==> src/rtl/mbx_pkg.sv <==
// Types and helpers shared by the mailbox blocks.
package mbx_pkg;

    typedef enum logic {
        WrIdle = 1'b0,
        WrReq  = 1'b1
    } mbx_wr_state_e;

    // Byte stride between consecutive mailbox words.
    function automatic int unsigned mbx_stride(input int unsigned data_width);
        return data_width / 8;
    endfunction

endpackage

==> src/rtl/mbx_writer.sv <==
// Mailbox write side: turns system word writes into single-word SRAM writes
// inside the [base, limit] window and reports close/last-word status.
module mbx_writer
    import mbx_pkg::*;
#(
    parameter int unsigned AddrWidth = 32,
    parameter int unsigned DataWidth = 32
) (
    input  logic                 clk_i,
    input  logic                 rst_ni,
    input  logic [AddrWidth-1:0] range_base_i,
    input  logic [AddrWidth-1:0] range_limit_i,
    input  logic                 sys_wr_valid_i,
    input  logic [DataWidth-1:0] sys_wr_data_i,
    output logic                 sys_wr_ready_o,
    input  logic                 sys_go_i,
    input  logic                 mbx_clear_i,
    output logic                 sram_req_o,
    output logic [AddrWidth-1:0] sram_addr_o,
    output logic [DataWidth-1:0] sram_wdata_o,
    input  logic                 sram_gnt_i,
    output logic                 mbx_range_valid_o,
    output logic                 writer_write_valid_o,
    output logic                 writer_close_mbx_o,
    output logic                 writer_last_word_written_o,
    output logic                 wr_error_o,
    output logic [AddrWidth-1:0] wr_ptr_o
);

    localparam int unsigned          Stride    = mbx_stride(DataWidth);
    localparam logic [AddrWidth-1:0] StrideA   = AddrWidth'(Stride);
    localparam logic [AddrWidth-1:0] AlignMask = AddrWidth'(Stride - 1);

    mbx_wr_state_e        state_q, state_d;
    logic [AddrWidth-1:0] ptr_q;
    logic                 active_q;
    logic                 close_q;
    logic                 wrap_q;
    logic                 err_q;
    logic [AddrWidth-1:0] addr_q;
    logic [DataWidth-1:0] wdata_q;

    logic                 range_valid;
    logic [AddrWidth-1:0] wr_addr;
    logic                 in_window;
    logic                 ready;
    logic                 accept;
    logic                 grant;
    logic [AddrWidth:0]   next_ptr;

    assign range_valid = (range_base_i <= range_limit_i)
                       && ((range_base_i & AlignMask) == '0)
                       && ((range_limit_i & AlignMask) == '0);

    assign wr_addr = active_q ? ptr_q : range_base_i;

    // Once the pointer has wrapped past all-ones it is treated as beyond the limit.
    assign in_window = range_valid && !(active_q && wrap_q) && (wr_addr <= range_limit_i);

    assign ready    = (state_q == WrIdle) && !close_q;
    assign accept   = sys_wr_valid_i && ready;
    assign grant    = (state_q == WrReq) && sram_gnt_i;
    assign next_ptr = {1'b0, addr_q} + {1'b0, StrideA};

    always_ff @(posedge clk_i or negedge rst_ni) begin
        if (!rst_ni) begin
            state_q <= WrIdle;
        end else begin
            state_q <= state_d;
        end
    end

    always_comb begin
        state_d = state_q;
        if (mbx_clear_i) begin
            state_d = WrIdle;
        end else begin
            case (state_q)
                WrIdle:  if (accept && in_window) state_d = WrReq;
                WrReq:   if (sram_gnt_i)          state_d = WrIdle;
                default: state_d = WrIdle;
            endcase
        end
    end

    always_ff @(posedge clk_i or negedge rst_ni) begin
        if (!rst_ni) begin
            ptr_q    <= '0;
            active_q <= 1'b0;
            close_q  <= 1'b0;
            wrap_q   <= 1'b0;
            err_q    <= 1'b0;
            addr_q   <= '0;
            wdata_q  <= '0;
        end else if (mbx_clear_i) begin
            // Clear overrides any same-cycle accept, go or grant.
            ptr_q    <= range_base_i;
            active_q <= 1'b0;
            close_q  <= 1'b0;
            wrap_q   <= 1'b0;
            err_q    <= 1'b0;
        end else begin
            if (sys_go_i) close_q <= 1'b1;
            if (accept && in_window) begin
                addr_q   <= wr_addr;
                wdata_q  <= sys_wr_data_i;
                active_q <= 1'b1;
            end
            err_q <= accept && !in_window;
            if (grant) begin
                ptr_q  <= next_ptr[AddrWidth-1:0];
                wrap_q <= wrap_q | next_ptr[AddrWidth];
            end
        end
    end

    assign sys_wr_ready_o             = ready;
    assign sram_req_o                 = (state_q == WrReq);
    assign sram_addr_o                = addr_q;
    assign sram_wdata_o               = wdata_q;
    assign mbx_range_valid_o          = range_valid;
    assign writer_write_valid_o       = grant && !mbx_clear_i;
    assign writer_close_mbx_o         = close_q;
    assign writer_last_word_written_o = close_q && (state_q == WrIdle);
    assign wr_error_o                 = err_q;
    assign wr_ptr_o                   = ptr_q;

endmodule

==> config.mk <==
export PLATFORM = sky130hd
export DESIGN_NAME = mbx_writer
export DESIGN_NICKNAME = d
export VERILOG_FILES = /design/src/rtl/mbx_pkg.sv /design/src/rtl/mbx_writer.sv
export SDC_FILE = /design/constraint.sdc
export NUM_CORES = 1
export LEC_CHECK = 0
export CAP_MARGIN = 25
export CELL_PAD_IN_SITES_DETAIL_PLACEMENT = 0
export CELL_PAD_IN_SITES_GLOBAL_PLACEMENT = 1
export CORE_AREA = 8 8 144 146
export CTS_BUF_LIST = sky130_fd_sc_hd__clkbuf_8
export DETAILED_ROUTE_END_ITERATION = 8
export DIE_AREA = 0 0 152 154
export GPL_TIMING_DRIVEN = 0
export PLACE_DENSITY_LB_ADDON = 0.1
export SLEW_MARGIN = 20
export SYNTH_ARGS = -nofsm -noshare
export SYNTH_HDL_FRONTEND = slang
export SYNTH_SLANG_ARGS = --single-unit
==> constraint.sdc <==
create_clock -name clk_i -period 4.5 [get_ports clk_i]
set_input_delay 0.9 -clock clk_i [delete_from_list [all_inputs] [get_ports clk_i]]
set_output_delay 0.9 -clock clk_i [all_outputs]
set_load 0.02 [all_outputs]
Word-level counts from Yosys, hierarchy flattened --
Index checks and enable logic that the tools add are counted.
Word-level totals: output and inout port bits 103, register bits 101
Operators by class: reductions and logical operators 22, magnitude comparators 2, bitwise logic cells 3, muxes and demuxes 14, add/sub/neg operators 1
Operators by type and width (count):
- $mux 32 | 3
- $le 32x32->1 | 2
- $logic_not 32->1 | 2
- $add 32x3->33 const B | 1
- $logic_and 1x1->1 | 12
- $mux 1 | 10
- $reduce_bool 2->1 | 3
- $logic_not 1->1 | 4
- $not 1->1 | 2
- $pmux 1 s2 | 1
- $reduce_and 2->1 | 1
- $or 1x1->1 | 1

Longest topological paths before layout --
Gate-level depths: netlist of the first run.
depth in word-level cells 9, mapped depth 13

Worst setup path after synthesis of the first run --
No wires, ideal clock.
path type reg2reg, start point register active_q, end point register addr_q[10] (netlist: sram_addr_o[10]), path slack 957 ps, arrival time 3418 ps, path buffers 4, required time 4375 ps, cell stages (with the launch flop) 14, cell sequence dfrtp_1 clkbuf_1 clkbuf_1 mux2_2 ha_1 nand4_1 or4_1 nor2_1 nand3_1 a22oi_1 nand3_2 buf_6 buf_6 mux2_4
RTL lines:
- start, declared | RTL line mbx_writer.sv:36 | logic active_q;
- start signal, assigned | RTL line mbx_writer.sv:89 | active_q <= 1'b0;
- start signal, assigned | RTL line mbx_writer.sv:98 | active_q <= 1'b0;
- start signal, assigned | RTL line mbx_writer.sv:107 | active_q <= 1'b1;
- $mux 32 | RTL line mbx_writer.sv:55 | assign wr_addr = active_q ? ptr_q : range_base_i;
- named net wr_addr[15] | RTL line mbx_writer.sv:44 | logic [AddrWidth-1:0] wr_addr;
- $le 32x32->1 | RTL line mbx_writer.sv:58 | assign in_window = range_valid && !(active_q && wrap_q) && (wr_addr <= range_limit_i);
- $logic_and 1x1->1 | RTL line mbx_writer.sv:58
- $logic_and 1x1->1 | RTL line mbx_writer.sv:104 | if (accept && in_window) begin
- $reduce_and 2->1 (no source line)
- end signal, assigned | RTL line mbx_writer.sv:105 | addr_q <= wr_addr;
- end, declared | RTL line mbx_writer.sv:40 | logic [AddrWidth-1:0] addr_q;
The timed path passes the listed nets, and every way through them passes these cells. A chain may end at the register's enable or synchronous reset.

Worst setup path in the final report of the first run --
start point input port range_base_i[21], end point output port mbx_range_valid_o
Between the ends: word-level cells in the longest chain between the ends 3
Ends and longest elaborated chain:
- start, declared | RTL line mbx_writer.sv:11 | input logic [AddrWidth-1:0] range_base_i,
- $le 32x32->1 | RTL line mbx_writer.sv:51 | assign range_valid = (range_base_i <= range_limit_i)
- $logic_and 1x1->1 | RTL line mbx_writer.sv:52 | && ((range_base_i & AlignMask) == '0)
- $logic_and 1x1->1 | RTL line mbx_writer.sv:53 | && ((range_limit_i & AlignMask) == '0);
- end, declared | RTL line mbx_writer.sv:22 | output logic mbx_range_valid_o,
Every way passes these cells.

==> impl_metrics.ini, run 1 <==
[run_status]
outcome = completed

[setup_path]
crit_required_ns = 3.60
r2r-end = sram_addr_o[30]
path_max_fanout = 4
r2r_start = active_q
crit_arrival_ns = 3.36
worst_setup_path_end_kind = output pin
start_kind = input port
worstRegToRegCells = 13
crit_type = input port to output pin
rrSetupSlack_ns = 0.26

[global_route]
grt_util_all_layers_pct = 19.33
overflow = 0
antenna_found_initial = 1
grt_max_degree = 62
grt_pass1_wl_um = 35630
grt_pass1_vias = 6097

[timing]
tightestPinTransition_ns = 0.8427
max_freq_ghz = 0.2346
slew_violations = 0
rsz0062_at_grt = false
setup_viol = 0
skew_ns = 0.01180
hold_viol_final = 0
worst_hold_slack_ns = 0.4157
finalCriticalPeriod_ns = 4.263
relSlewSlack_pct = 43.82
timing.final.crit_share_pct = 94.74

[yosys]
ys_seq_area_share_pct = 38.02
synth.distinct_cells = 43
yosys_warnings = 0
synth_area_leader_cell = dfrtp_1
syn-num-nets = 801
synth_area_leaders = dfrtp_1 (38%), ha_1 (12%), mux2_4 (11%)
synth_area_um2 = 6648
synth_ff_type = dfrtp_1
async_flop_share_pct = 100.0
ys_seq_elements = 101
syn_inst = 634
synth_edf_count = 0
netlist.area_leader.share_pct = 38.02
syn_area_per_cell_um2 = 10.49

[final_layout]
final_common_cell = clkdlybuf4s50_1
postLayoutCellArea_um2 = 9241
fin_nets = 1017
multiInputGateArea_um2 = 3864
fillCellCount = 1705
final_cell_mix = clkdlybuf4s50_1 (201), dfrtp_1 (101), ha_1 (65)
drive_above_1_share_pct = 14.29
area_growth_pct = 39.02
ff_latch_area_um2 = 2527
fin_cells = 1089

[pwr]
switchingPower_uw = 868.0
ir_worst_vdd_v = 0.0001423
switching_share_pct = 32.36
p_seq_share_pct = 42.4
pwr-share-clk_pct = 24.3
p_comb_share_pct = 33.3
p_leak_uw = 0.004201
internal_power_uw = 1814
power.density_nw_per_um2 = 290.3

[cts]
insertion_delay_ns = 0.38
cts_max_level = 3
clockBufferDepth = 2
clkTransAtPathRegs_ns = 0.11
postCtsSetupRepairBufs = 0
cts_tree = built
cts.sinks = 101
cts_made_buffers = 9
cts_root_buf = clkbuf_8

[place]
dp_cells = 1073
placed_cell_area_um2 = 9012
gp_congestion = 0.8619
dpl.hpwl_um = 17650
portBuffers = 203

[drt]
wl_per_cell_um = 20.73
viasPerCell = 5.172
met3_length_um = 1215
m1WireLength_um = 10250
met2WireLength_um = 10730
route.detailed.drc = 0
drt-total-wl_um = 22580
drtAntennaViolNets = 0
top_layer = met4
first_pass_iters = 5
vias = 5632
drt_iter0_drc = 271

[floorplanning]
initial_core_util_pct = 36.02
die_area_um2 = 23410
fp-row-count = 50
die_w_um = 152
core_um2 = 18460
io_pins = 205
die_h_um = 154

[min_path]
hold_path_class = input port to async pin

[job]
cap_viol_max_count = 0
==> registers in the layout (all words and copies together), names as in the netlist <==
name,cells
wr_error_o,1
writer_close_mbx_o,1
sram_wdata_o,32
sram_req_o,1
active_q,1
sram_addr_o,32
wrap_q,1
wr_ptr_o,32
==> worst max-delay path, cell delays in order <==
cell and delay [ns]:
clkdlybuf4s50_1 0.46, ha_1 0.33, a211oi_1 0.23, o21ai_0 0.16, a221oi_2 0.43, a211oi_1 0.15, o211ai_2 0.29, dlygate4sd2_1 0.40
==> kinds of logic (layout without fill, tap and decap cells) <==
family                     Yosys count  count (layout)  share of synthesized area (%)
and+or+nand+nor                    163             163                          11.58
adders and majority gates           65              65                          12.23
AOI/OAI and AO/OA                  108             108                          9.599
DFF                                101             101                          38.02
xor gates and xnor gates            28              28                          3.689
other                                0               1                              0
buffers and inverters               61             281                          4.141
muxes                              108             108                          20.74
==> cell type report <==
| type | instances | area share (%) |
|---|---|---|
| diodes | 1 | 0.02708 |
| plain buffers | 26 | 1.598 |
| clock buffers | 9 | 1.340 |
| clock inverters | 6 | 0.9477 |
| inverters | 35 | 1.422 |
| multi-input cells | 472 | 41.81 |
| flip-flops and latches | 101 | 27.35 |
| well taps | 234 | 3.168 |
| repair buffers | 205 | 22.34 |
==> power groups by stage <==
stage	Sequential, µW	Clock [µW]	Combinational (µW)
final	1140	651	894
after global routing	1160	711	966
after CTS	1140	676	906
after detailed placement	1150	0	900
after global placement	1150	0	886
after floorplan	1270	0	307
==> worst max-delay path by stage <==
stage / slack, ns / end / from
2_1_floorplan: 0.96 / sram_addr_o[10] / active_q
3_3_place_gp: -1.54 / sram_wdata_o[25] / rst_ni
3_5_place_dp: -0.16 / mbx_range_valid_o / range_limit_i[21]
4_1_cts: 0.20 / sram_addr_o[30] / active_q
5_1_grt: 0.005 / sram_addr_o[16] / active_q
6_report: 0.24 / mbx_range_valid_o / range_base_i[21]
==> what timing repair did <==
action / in CTS / in global routing
gates resized for setup: 6 / 0
hold buffers: 0 / 0
endpoints found under the setup margin: 49 / 0
==> metal layers <==
metal | vias up | GRT usage (%)
li1 | 2700 | -
met1 | 2731 | 24.68
met2 | 180 | 32.31
met3 | 21 | 4.540
met4 | 0 | 4.950
met5 | - | 0
==> cells in the mapped netlist, types with 4 or more instances <==
master	n
nand2_1	57
and3_1	10
nand4_1	18
inv_1	35
a21oi_1	33
clkbuf_1	19
and2_1	4
xnor2_1	13
nor2b_1	4
buf_6	6
nor2_1	39
o21ai_0	43
nand3_1	17
dfrtp_1	101
mux2_4	48
mux2_2	41
ha_1	65
mux2_1	5
xor2_1	15
a211oi_1	7
mux2i_1	14
==> stage by stage <==
stage	power, µW	setup TNS, ns	worst slack [ns]	util, %
finish	2682	0	0.2366	50.07
global route	2835	0	0.004795	50.07
CTS	2720	0	0.1988	50.06
detailed placement	2054	-3.544	-0.1603	48.83
global placement	2036	-155.34	-1.542	48.62
floorplan	1579	0	0.9573	-
No activity file was read; power rests on OpenSTA's default activity.
==> run 2, diff against run 1 <==
--- a/config.mk
+++ b/config.mk
@@ -13,6 +13,7 @@
 export DETAILED_ROUTE_END_ITERATION = 8
 export DIE_AREA = 0 0 152 154
 export GPL_TIMING_DRIVEN = 0
+export MAX_ROUTING_LAYER = met4
 export PLACE_DENSITY_LB_ADDON = 0.1
 export SLEW_MARGIN = 20
 export SYNTH_ARGS = -nofsm -noshare
==> impl_metrics.ini, run 2 (same netlist as run 1, synthesis figures left out) <==
[drt]
vias = 5634
drt_iter0_drc = 282
first_pass_iters = 5
viasPerCell = 5.174
wl_per_cell_um = 20.73
drtAntennaViolNets = 0
route.detailed.drc = 0
drt-total-wl_um = 22570

[floorplanning]
die_w_um = 152
die_h_um = 154
die_area_um2 = 23410
initial_core_util_pct = 36.02
io_pins = 205
core_um2 = 18460
fp-row-count = 50

[global_route]
grt_util_met3_pct = 3.952
grt_max_degree = 62
use_met1_pct = 25.09
grt_pass1_vias = 6097
grt.busiest_layer = met2
antenna_found_initial = 1
overflow = 0
grt_util_all_layers_pct = 19.91
use_met2_pct = 32.33
grt_pass1_wl_um = 35620

[setup_path]
path_max_fanout = 4
crit_family = compound AO/OA/AOI/OAI gates
crit_buf_inv = 2
start_kind = input port
crit_type = input port to output pin
crit_slowest_cell = clkdlybuf4s50_1
max_stage_delay_ns = 0.46
crit_arrival_ns = 3.38
path_cells = clkdlybuf4s50_1, ha_1, a211oi_1, o21ai_0, a221oi_2, a211oi_1, o211ai_2, dlygate4sd2_1
crit_required_ns = 3.60
crit_top_cell = a211oi_1
worst_setup_path_end_kind = output pin

[timing]
timing.final.crit_share_pct = 95.14
finalSetupTns_ns = 0
setup_viol = 0
skew_ns = 0.01275
hold_viol_final = 0
slew_violations = 0
tightestPinTransition_ns = 0.8554
finalCriticalPeriod_ns = 4.281
rsz0062_at_grt = false
max_freq_ghz = 0.2336
relSlewSlack_pct = 42.97

[cts]
clockBufferDepth = 2
cts_root_buf = clkbuf_8
cts_made_buffers = 9
cts.sinks = 101
cts_tree = built
clkTransAtPathRegs_ns = 0.10
cts_resized = 6
cts_max_level = 3
insertion_delay_ns = 0.38
postCtsSetupRepairBufs = 0
hold_buffers = 0

[place]
portBuffers = 203
dp_cells = 1073
dpl.hpwl_um = 17650
gp_congestion = 0.8758

[pwr]
p_leak_uw = 0.004201
ir_worst_vdd_v = 0.0001425
power.density_nw_per_um2 = 290.1

[final_layout]
drive_above_1_share_pct = 14.29
final_common_cell = clkdlybuf4s50_1
fin_cells = 1089
final_cell_mix = clkdlybuf4s50_1 (201), dfrtp_1 (101), ha_1 (65)
fin_nets = 1017
area_growth_pct = 39.02
fillCellCount = 1705

[run_status]
outcome = completed

[min_path]
hold_path_class = input port to async pin

[job]
cap_viol_max_count = 0
==> run 2: metal layers <==
metal  vias to the layer above  wire length (µm)
li1                       2695                 -
met1                      2741             10460
met2                       177             10700
met3                        21              1036
met4                         0               380
met5                         -                 0
==> run 2: metrics by stage <==
step / hold WS, ns / utilization (%) / total power, µW / area (µm²) / worst slack [ns]
6_report: 0.4186 / 50.07 / 2681 / 9241 / 0.2187
4_1_cts: 0.4223 / 50.06 / 2720 / 9239 / 0.1988
3_3_place_gp: 0.4756 / 48.62 / 2036 / 8972 / -1.542
2_1_floorplan: 0.4847 / - / 1579 / 6648 / 0.9573
5_1_grt: 0.4292 / 50.07 / 2836 / 9241 / 0.004794
3_5_place_dp: 0.4800 / 48.83 / 2054 / 9012 / -0.1603
==> run 2: power by group <==
group / internal (µW) / switching, µW
clock network: 311 / 338
registers: 1020 / 117
logic: 483 / 411
total: 1810 / 866
==> run 2: area by class of cell <==
cell class	count	area, µm²	area share [%]
Antenna cell	1	2.502	0.02708
Buffer	26	147.6	1.598
Clock buffer	9	123.9	1.340
Clock inverter	6	87.58	0.9477
Inverter	35	131.4	1.422
Multi-Input combinational cell	472	3864	41.81
Sequential cell	101	2527	27.35
Tap cell	234	292.8	3.168
Timing Repair Buffer	205	2064	22.34
==> run 2: path summary, 6_finish.rpt <==
check                                 start                end  slack, ns  cells past startpoint
setup / recovery           range_base_i[21]  mbx_range_valid_o       0.22                      8
hold / removal                       rst_ni    sram_addr_o[10]       0.42                      1
setup reg to reg                   active_q    sram_addr_o[30]       0.27                     13
hold reg to reg             sram_wdata_o[0]    sram_wdata_o[0]       0.50                      1
max in group asynchronous            rst_ni    sram_addr_o[27]       3.41                      2
min in group clk_i          sram_wdata_o[0]    sram_wdata_o[0]       0.50                      1
==> run 2: worst register-to-register path, cell delays in order, from the launching register on <==
cell and delay, ns:
dfrtp_1 0.33, clkbuf_1 0.35, clkbuf_2 0.45, mux2_2 0.42
ha_1 0.33, nand4_1 0.18, or4_1 0.59, nor2_1 0.16
nand3_1 0.10, a22oi_1 0.40, nand3_2 0.14, buf_6 0.18
buf_6 0.18, mux2_4 0.31
==> RTL edit, RTL diff (flow settings as in run 2) <==
Register the output `wr_error_o` once more, with the module's reset; this adds one clock of latency there. The other outputs are not delayed to match.
--- a/src/rtl/mbx_writer.sv
+++ b/src/rtl/mbx_writer.sv
@@ -123,5 +123,11 @@
     assign writer_close_mbx_o         = close_q;
     assign writer_last_word_written_o = close_q && (state_q == WrIdle);
-    assign wr_error_o                 = err_q;
+    always_ff @(posedge clk_i or negedge rst_ni) begin
+        if (!rst_ni) begin
+            wr_error_o <= '0;
+        end else begin
+            wr_error_o <= err_q;
+        end
+    end
     assign wr_ptr_o                   = ptr_q;
 
Behaviour: not the same (a bounded check fails within 4 cycles, from zero or initial values and one cycle with rst_ni low).
==> RTL edit against run 2 <==
Cell area is essentially flat; power decreased by 1.9%; clock power is 9.1% lower; first-iteration DRC count up 8.5%; critical path type unchanged; clock skew rose by 0.0026 ns; sequential cell count grew 1; via count down 1.6%; combinational power hardly changed; synthesized area up 0.38%; setup slack worse by 0.042 ns; wire length down 0.45%; largest power group unchanged; global-route usage is 0.39 points lower.
==> RTL edit: results (changes against run 2) <==
stage,metric,value,unit,change
critical_path,CP arrival,3.42,ns,+0.04 ns
synthesis,register area share after synthesis,38.3,%,+0.23 points
global_route,met3 Use GR,3.20,%,-0.76 points
global_route,GRT Util Overall,19.5,%,-0.39 points
final_layout,fin nets,1018,,+0.098%
pwr,Leakage Power,4.20,nW,about the same
final_layout,diode count,0,,-1
global_route,initial antenna violation count,0,,-1
critical_path,r2r endpoint,sram_wdata_o[28]$_DFFE_PN0P_,,
synthesis,Post-synth top cells,"dfrtp_1, ha_1, nand2_1",,
place,HPWL Detailed,17.5,mm,-0.79%
min_path,worst min-delay path class,flop to flop,,
synthesis,largest cells by area after synthesis,"dfrtp_1, ha_1, mux2_4, mux2_2, o21ai_0",,
sta,Layout Skew,0.0153,ns,+0.00255 ns
run_status,status,finished clean,,
critical_path,R2R setup slack,0.34,ns,+0.07 ns
global_route,met2 Resource Use GR,32.1,%,-0.21 points
routing,Iter 0 DRT Violations,306,,+8.5%
cts,worst-case clock buffer depth,2,,unchanged
place,Setup WS pre-CTS,-0.144,ns,+0.0166 ns
final_layout,layout cells sized above 1,14.4,%,+0.083 points
synthesis,Synthesized Nets,802,,+0.12%
sta,Slew @ Worst Pin,0.834,ns,-0.0213 ns
pwr,VDD IR max,126,uV,-11%
global_route,largest net degree at the start of global routing,64,,+3.2%
cts,worst skew pair latency,0.40,ns,+0.02 ns
-- RTL edit: kinds of logic (layout without fill, tap and decap cells) --
family	Yosys count	count (layout)	share of synthesized area [%]
xor+xnor	28	28	3.68
fa+ha+maj	65	65	12.2
buf+inv	61	282	4.13
mux	108	108	20.7
simple gates	163	163	11.5
compound gates	108	108	9.56
flops	102	102	38.3
-- RTL edit: area by class of cell --
class | instances | area, sq um
Inverter | 35 | 131
Fill cell | 1684 | 9220
Multi-Input combinational cell | 472 | 3860
Sequential cell | 102 | 2550
Buffer | 26 | 150
Tap cell | 234 | 293
Clock buffer | 10 | 138
Clock inverter | 6 | 45.0
Timing Repair Buffer | 205 | 2060
-- RTL edit: worst register-to-register path: stages, from the launching register on --
cell and delay (ns):
dfrtp_1 0.33, clkbuf_1 0.34, clkbuf_2 0.45, mux2_2 0.40, ha_1 0.30, nand4_1 0.15
or4_1 0.59, nor2_1 0.16, nand3_1 0.10, a22oi_1 0.41, nand3_2 0.14, buf_6 0.19
buf_6 0.17, mux2_4 0.32
-- RTL edit: how the worst max path moves through the flow --
stage,start,end,slack [ns],cells after the start
after global routing,range_limit_i[21],mbx_range_valid_o,0.02,9
after detailed placement,range_limit_i[21],mbx_range_valid_o,-0.14,9
after global placement,rst_ni,sram_wdata_o[27]$_DFFE_PN0P_,-1.62,1
after CTS,active_q$_DFFE_PN0P_,sram_addr_o[14]$_DFFE_PN0P_,0.01,13
after floorplan,active_q$_DFFE_PN0P_,sram_addr_o[10]$_DFFE_PN0P_,0.96,13
final,range_limit_i[21],mbx_range_valid_o,0.18,9
-- RTL edit: per-stage QoR --
step	cell area [sq um]	power [mW]	utilization, %	hold slack [ns]	cells
2_1_floorplan	6670	1.59	-	0.331	635
3_3_place_gp	9000	2.05	48.8	0.337	1072
3_5_place_dp	9040	2.06	49.0	0.335	1074
4_1_cts	9230	2.66	50.0	0.360	1090
5_1_grt	9240	2.77	50.1	0.368	1090
6_report	9240	2.63	50.1	0.360	1090
-- RTL edit: layer usage --
| metal | vias up | part of all wire [%] |
|---|---|---|
| li1 | 2695 | - |
| met2 | 138 | 48 |
| met5 | - | 0 |
| met1 | 2694 | 47 |
| met4 | 0 | 1.2 |
| met3 | 19 | 3.6 |
-- RTL edit: repair_timing --
item / CTS / global route
hold buffers: 0 / 0
setup endpoints to repair: 49 / 64
gates resized for setup: 4 / 8
hold endpoints to repair: 0 / 0
-- RTL edit: power groups by stage --
stage               logic (mW)  clock network (mW)  registers (mW)
floorplan                0.307                   0            1.28
global placement         0.887                   0            1.16
detailed placement       0.898                   0            1.16
CTS                      0.904               0.608            1.15
global route             0.959               0.642            1.17
finish                   0.892               0.590            1.15
